## config.mk

```make
export PLATFORM = sky130hd
export DESIGN_NAME = mem_arbiter
export DESIGN_NICKNAME = d
export VERILOG_FILES = /design/src/rtl/mem_arbiter_pkg.sv /design/src/rtl/mem_arbiter_outstanding_ctr.sv /design/src/rtl/mem_arbiter.sv
export SDC_FILE = /design/constraint.sdc
export NUM_CORES = 1
export LEC_CHECK = 0
export ABC_AREA = 1
export CORE_UTILIZATION = 31
export CTS_CLUSTER_DIAMETER = 150
export DETAILED_ROUTE_END_ITERATION = 8
export HOLD_SLACK_MARGIN = 0.02
export PLACE_DENSITY_LB_ADDON = 0.3
export SLEW_MARGIN = 10
export SYNTH_ARGS = -nofsm -noshare
export SYNTH_HDL_FRONTEND = slang
export SYNTH_SLANG_ARGS = --single-unit
```

## constraint.sdc

```tcl
create_clock -name clk -period 3.9 [get_ports clk]
set_input_delay 0.975 -clock clk [delete_from_list [all_inputs] [get_ports clk]]
set_output_delay 0.975 -clock clk [all_outputs]
set_load 0.01 [all_outputs]
```

## src/rtl/mem_arbiter_pkg.sv

```systemverilog
// Shared types and constants for the main-memory arbiter between the I- and D-cache fill FSMs.
package mem_arbiter_pkg;

  localparam int MEM_LAT_DEF = 4;
  localparam int ADDR_W      = 16;
  localparam int DATA_W      = 16;

  typedef enum logic [1:0] {
    ARB_IDLE  = 2'd0,
    ARB_GNT_I = 2'd1,
    ARB_GNT_D = 2'd2,
    ARB_DRAIN = 2'd3
  } arb_state_e;

  typedef enum logic {
    OWN_I = 1'b0,
    OWN_D = 1'b1
  } owner_e;

endpackage

```

## src/rtl/mem_arbiter_outstanding_ctr.sv

```systemverilog
// Saturating up/down count of memory reads issued but not yet returned.
module mem_arbiter_outstanding_ctr #(
  parameter int CNT_W = 3
) (
  input  logic             clk,
  input  logic             rst,
  input  logic             inc_i,
  input  logic             dec_i,
  output logic [CNT_W-1:0] count_o,
  output logic [CNT_W-1:0] count_next_o
);

  localparam logic [CNT_W-1:0] ONE = {{(CNT_W-1){1'b0}}, 1'b1};
  localparam logic [CNT_W-1:0] MAX = {CNT_W{1'b1}};
  localparam logic [CNT_W-1:0] ZERO = {CNT_W{1'b0}};

  logic [CNT_W-1:0] count_q;
  logic [CNT_W-1:0] count_d;
  logic             dec_ok;

  // A return with nothing outstanding is spurious and must not underflow the count.
  always_comb begin
    count_d = count_q;
    dec_ok  = dec_i && (count_q != ZERO);
    if (inc_i && !dec_ok) begin
      if (count_q != MAX) begin
        count_d = count_q + ONE;
      end else begin
        count_d = count_q;
      end
    end else if (dec_ok && !inc_i) begin
      count_d = count_q - ONE;
    end else begin
      count_d = count_q;
    end
  end

  always_ff @(posedge clk) begin
    if (rst) begin
      count_q <= ZERO;
    end else begin
      count_q <= count_d;
    end
  end

  assign count_o      = count_q;
  assign count_next_o = count_d;

endmodule

```

## src/rtl/mem_arbiter.sv

```systemverilog
// Grants the unified memory port to one cache fill FSM at a time and routes read returns
// back to whichever cache issued them.
module mem_arbiter
  import mem_arbiter_pkg::*;
#(
  parameter int MEM_LAT = MEM_LAT_DEF,
  parameter int CNT_W   = 3
) (
  input  logic              clk,
  input  logic              rst,
  input  logic              i_req,
  input  logic              i_wr,
  input  logic              i_busy,
  input  logic [ADDR_W-1:0] i_addr,
  input  logic [DATA_W-1:0] i_wdata,
  input  logic              d_req,
  input  logic              d_wr,
  input  logic              d_busy,
  input  logic [ADDR_W-1:0] d_addr,
  input  logic [DATA_W-1:0] d_wdata,
  output logic              i_gnt,
  output logic              d_gnt,
  output logic              i_dvld,
  output logic              d_dvld,
  output logic              mem_en,
  output logic              mem_wr,
  output logic [ADDR_W-1:0] mem_addr,
  output logic [DATA_W-1:0] mem_wdata,
  input  logic              mem_dvld,
  output logic              err
);

  if (MEM_LAT + 1 > (1 << CNT_W) - 1) begin : g_cnt_w_check
    $error("mem_arbiter: CNT_W cannot hold MEM_LAT+1 outstanding reads");
  end

  arb_state_e       state_q;
  owner_e           last_q;
  logic             err_q;
  logic [CNT_W-1:0] count;
  logic [CNT_W-1:0] count_next;
  logic             cnt_zero;
  logic             cnt_next_zero;
  logic             dvld_ok;

  mem_arbiter_outstanding_ctr #(.CNT_W(CNT_W)) u_ctr (
    .clk          (clk),
    .rst          (rst),
    .inc_i        (mem_en && !mem_wr),
    .dec_i        (mem_dvld),
    .count_o      (count),
    .count_next_o (count_next)
  );

  assign cnt_zero      = (count == {CNT_W{1'b0}});
  assign cnt_next_zero = (count_next == {CNT_W{1'b0}});
  assign dvld_ok       = mem_dvld && !cnt_zero;

  // Owner mux onto the memory port and return routing; in DRAIN returns go to the last owner.
  always_comb begin
    mem_en    = 1'b0;
    mem_wr    = 1'b0;
    mem_addr  = {ADDR_W{1'b0}};
    mem_wdata = {DATA_W{1'b0}};
    i_dvld    = 1'b0;
    d_dvld    = 1'b0;
    case (state_q)
      ARB_GNT_I: begin
        mem_en    = i_req;
        mem_wr    = i_req && i_wr;
        mem_addr  = i_addr;
        mem_wdata = i_wdata;
        i_dvld    = dvld_ok;
      end
      ARB_GNT_D: begin
        mem_en    = d_req;
        mem_wr    = d_req && d_wr;
        mem_addr  = d_addr;
        mem_wdata = d_wdata;
        d_dvld    = dvld_ok;
      end
      ARB_DRAIN: begin
        i_dvld = dvld_ok && (last_q == OWN_I);
        d_dvld = dvld_ok && (last_q == OWN_D);
      end
      default: begin
        mem_en = 1'b0;
      end
    endcase
  end

  // Arbitration FSM; ties in IDLE go to the side that did not own memory last.
  always_ff @(posedge clk) begin
    if (rst) begin
      state_q <= ARB_IDLE;
      last_q  <= OWN_I;
      err_q   <= 1'b0;
    end else begin
      if (mem_dvld && cnt_zero) begin
        err_q <= 1'b1;
      end
      case (state_q)
        ARB_IDLE: begin
          if (d_req && (!i_req || last_q == OWN_I)) begin
            state_q <= ARB_GNT_D;
          end else if (i_req) begin
            state_q <= ARB_GNT_I;
          end
        end
        ARB_GNT_I: begin
          if (!i_busy && !i_req) begin
            last_q  <= OWN_I;
            state_q <= cnt_next_zero ? ARB_IDLE : ARB_DRAIN;
          end
        end
        ARB_GNT_D: begin
          if (!d_busy && !d_req) begin
            last_q  <= OWN_D;
            state_q <= cnt_next_zero ? ARB_IDLE : ARB_DRAIN;
          end
        end
        ARB_DRAIN: begin
          if (cnt_next_zero) begin
            state_q <= ARB_IDLE;
          end
        end
        default: begin
          state_q <= ARB_IDLE;
        end
      endcase
    end
  end

  assign i_gnt = (state_q == ARB_GNT_I);
  assign d_gnt = (state_q == ARB_GNT_D);
  assign err   = err_q;

endmodule

```

==> impl_metrics.toml <==
[outcome]
status = "finished, final reports clean"

[grt]
top_usage_layer = "met2"
antenna_found_initial = 0
grt_util_all_layers_pct = 20.7
grt_util_met3_pct = 4.90
grt_overflow = 0
grt_max_degree = 34
grt_pass1_vias = 1280
grt_pass1_wl_um = 5820
grt_use_met2_pct = 38.8
grtUsageMet1_pct = 24.0

[floorplan]
ios = 112
dieHeight_um = 60.8
die_w_um = 60.8
core-area_um2 = 3180
start_util_pct = 33.7
die_area_um2 = 3700
rows = 20

[synthesis]
synth_top_area_cell = "nand2_1"
synthCells = 203
synth-seq-cells = 7
netlist_area_um2 = 1070
synth_nets = 285
synth_top_area_share_pct = 32.9
synth_area_leaders = "nand2_1 33%, a21oi_1 18%, dfxtp_1 13%"
syn_area_per_cell_um2 = 5.28
synth_cell_types = 18
ys_seq_area_share_pct = 13.1
yosys_warnings = 0

[power_and_ir_drop]
powerDensity_nw_per_um2 = 456
p_leak_uw = 0.000845
ir_drop_mv = 0.299

[clocking]
cts.sinks = 7
cts_root_buf = "clkbuf_4"
cts_buffers = 3
cts_resized = 0
cts.clk_slew.worst_paths_ps = 50
tritoncts = "built"
postCtsHoldBufs = 0
clk-insertion-delay-late_ps = 260
postCtsSetupRepairBufs = 0
clockBufferDepth = 2
htree_levels = 1

[layout]
nFillCells = 286
drive_gt1_share_pct = 4.82
mostFrequentLayoutCell = "clkdlybuf4s50_1"
syn_to_final_growth_pct = 109
finalNonFillerCells = 355
final_cell_mix = "111 x clkdlybuf4s50_1, 94 x nand2_1, 39 x a21oi_1"
antenna_cells = 0
num-nets-final = 394

[setup_path]
cp_max_fo = 6
worstSetupEndpointType = "output port"
rr_startpoint = "state_q[1]"
cp.arrival_ps = 2450
worst_path_max_delay_cell = "clkdlybuf4s50_1"
critPathRequiredTime_ps = 2920
r2r_end = "state_q[1]"
reg2reg_depth = 15
cp_common_cell = "clkdlybuf4s50_1"
crit_start = "d_req"
start_kind = "primary input"
critPathKind = "in2out"
path_buf_inv = 3
path_cells = "clkdlybuf4s50_1 -> nand3_1 -> nand2_2 -> inv_1 -> nor2_1 -> clkdlybuf4s50_1"
crit_path_end = "mem_wr"
ff2ff_setup_slack_ps = 1660
cp.depth = 6
critPathMaxStageDelay_ps = 570
crit_family = "buffers and inverters"

[place]
io_buffer_count = 111
gp_congestion = 0.902
dp_slack_ps = 467
dp.cells = 351
dp_hpwl_um = 3590

[routing]
detail-route-antenna-nets = 0
vias = 1633
routed_wl_um = 4350
wl_per_cell_um = 12.3
drc_errors = 0
dr.pass1.iters = 4
vias_per_cell = 4.60
first_iter_violations = 60

[timing]
slew_headroom_pct = 78.2
tightest_slew_ps = 328
rsz0062_at_grt = "false"
finalClockSkew_ps = 4.21
min_period_ps = 3430
maxSlewViolCount = 0
setup_violations = 0
period_share_pct = 87.8
setup_slack_ps = 475
finalHoldViolations = 0
tns_ps = 0
max_freq_mhz = 292

[flow_run]
cap_violations = 0

[hold_path]
worstHoldPathType = "reg2reg"
-- flip-flops by register name (all words and copies together), names as in the netlist --
register	flops
state_q	2
err	1
u_ctr.count_o	3
last_q	1
-- layout make-up --
cell class | count | area (µm²) | area share (%)
clock buffer | 4 | 26.3 | 1.17
sequential | 7 | 140 | 6.24
inverter | 13 | 48.8 | 2.17
timing repair buffer | 115 | 1140 | 50.8
tap | 44 | 55.1 | 2.45
multi-input combinational | 172 | 835 | 37.2
-- tightest hold or removal path: cells and delay by family, from the launching register on --
family | cells | cell delay, ps
compound gates | 1 | 50
buf+inv | 1 | 40
flops | 1 | 300
-- Yosys cell counts --
cell type / number
o2111ai_1: 1
dfxtp_1: 7
inv_2: 1
nand3_1: 11
nand2_2: 3
buf_1: 3
clkbuf_1: 6
inv_1: 12
o21ai_0: 3
nand3_2: 2
a21boi_2: 1
a21oi_1: 39
ha_1: 9
a211oi_1: 1
buf_4: 2
nor2_1: 7
nor2_4: 1
nand2_1: 94
-- cell families (layout without fill, tap and decap cells) --
kind of cell,count (synthesis),in the layout,synth area share [%]
fa+ha+maj,9,9,10.5
buf+inv,24,132,9.10
simple gates,118,118,45.2
compound gates,45,45,22.2
flops,7,7,13.1
-- worst min path at each step --
stage	from	end	slack [ps]	depth (start not counted)
detailed placement	err	err	450	2
global placement	err	err	440	2
CTS	err	err	450	2
finish	err	err	450	2
global route	err	err	520	2
floorplan	err	err	470	2
-- layer usage --
layer / share of wire [%] / routed length (µm)
met1: 40 / 1740
met2: 51 / 2220
met3: 8.2 / 355
met4: 0.92 / 40
met5: 0 / 0
-- power breakdown --
part	internal (µW)	leakage (µW)	switching, µW
combinational	364	0.000772	468
clock	39.0	0.0000150	26.9
sequential	100	0.0000576	24.6
total	503	0.000845	520
-- metrics by stage --
step | hold slack (ps) | cell area (µm²) | power (µW) | utilization, %
final | 448 | 2250 | 1020 | 70.7
after global routing | 519 | 2250 | 1130 | 70.7
after CTS | 452 | 2250 | 1030 | 70.7
after detailed placement | 447 | 2220 | 960 | 69.8
after global placement | 437 | 2220 | 950 | 69.8
after floorplan | 468 | 1070 | 625 | -
Note: power is estimated with default switching activity, not from simulation.
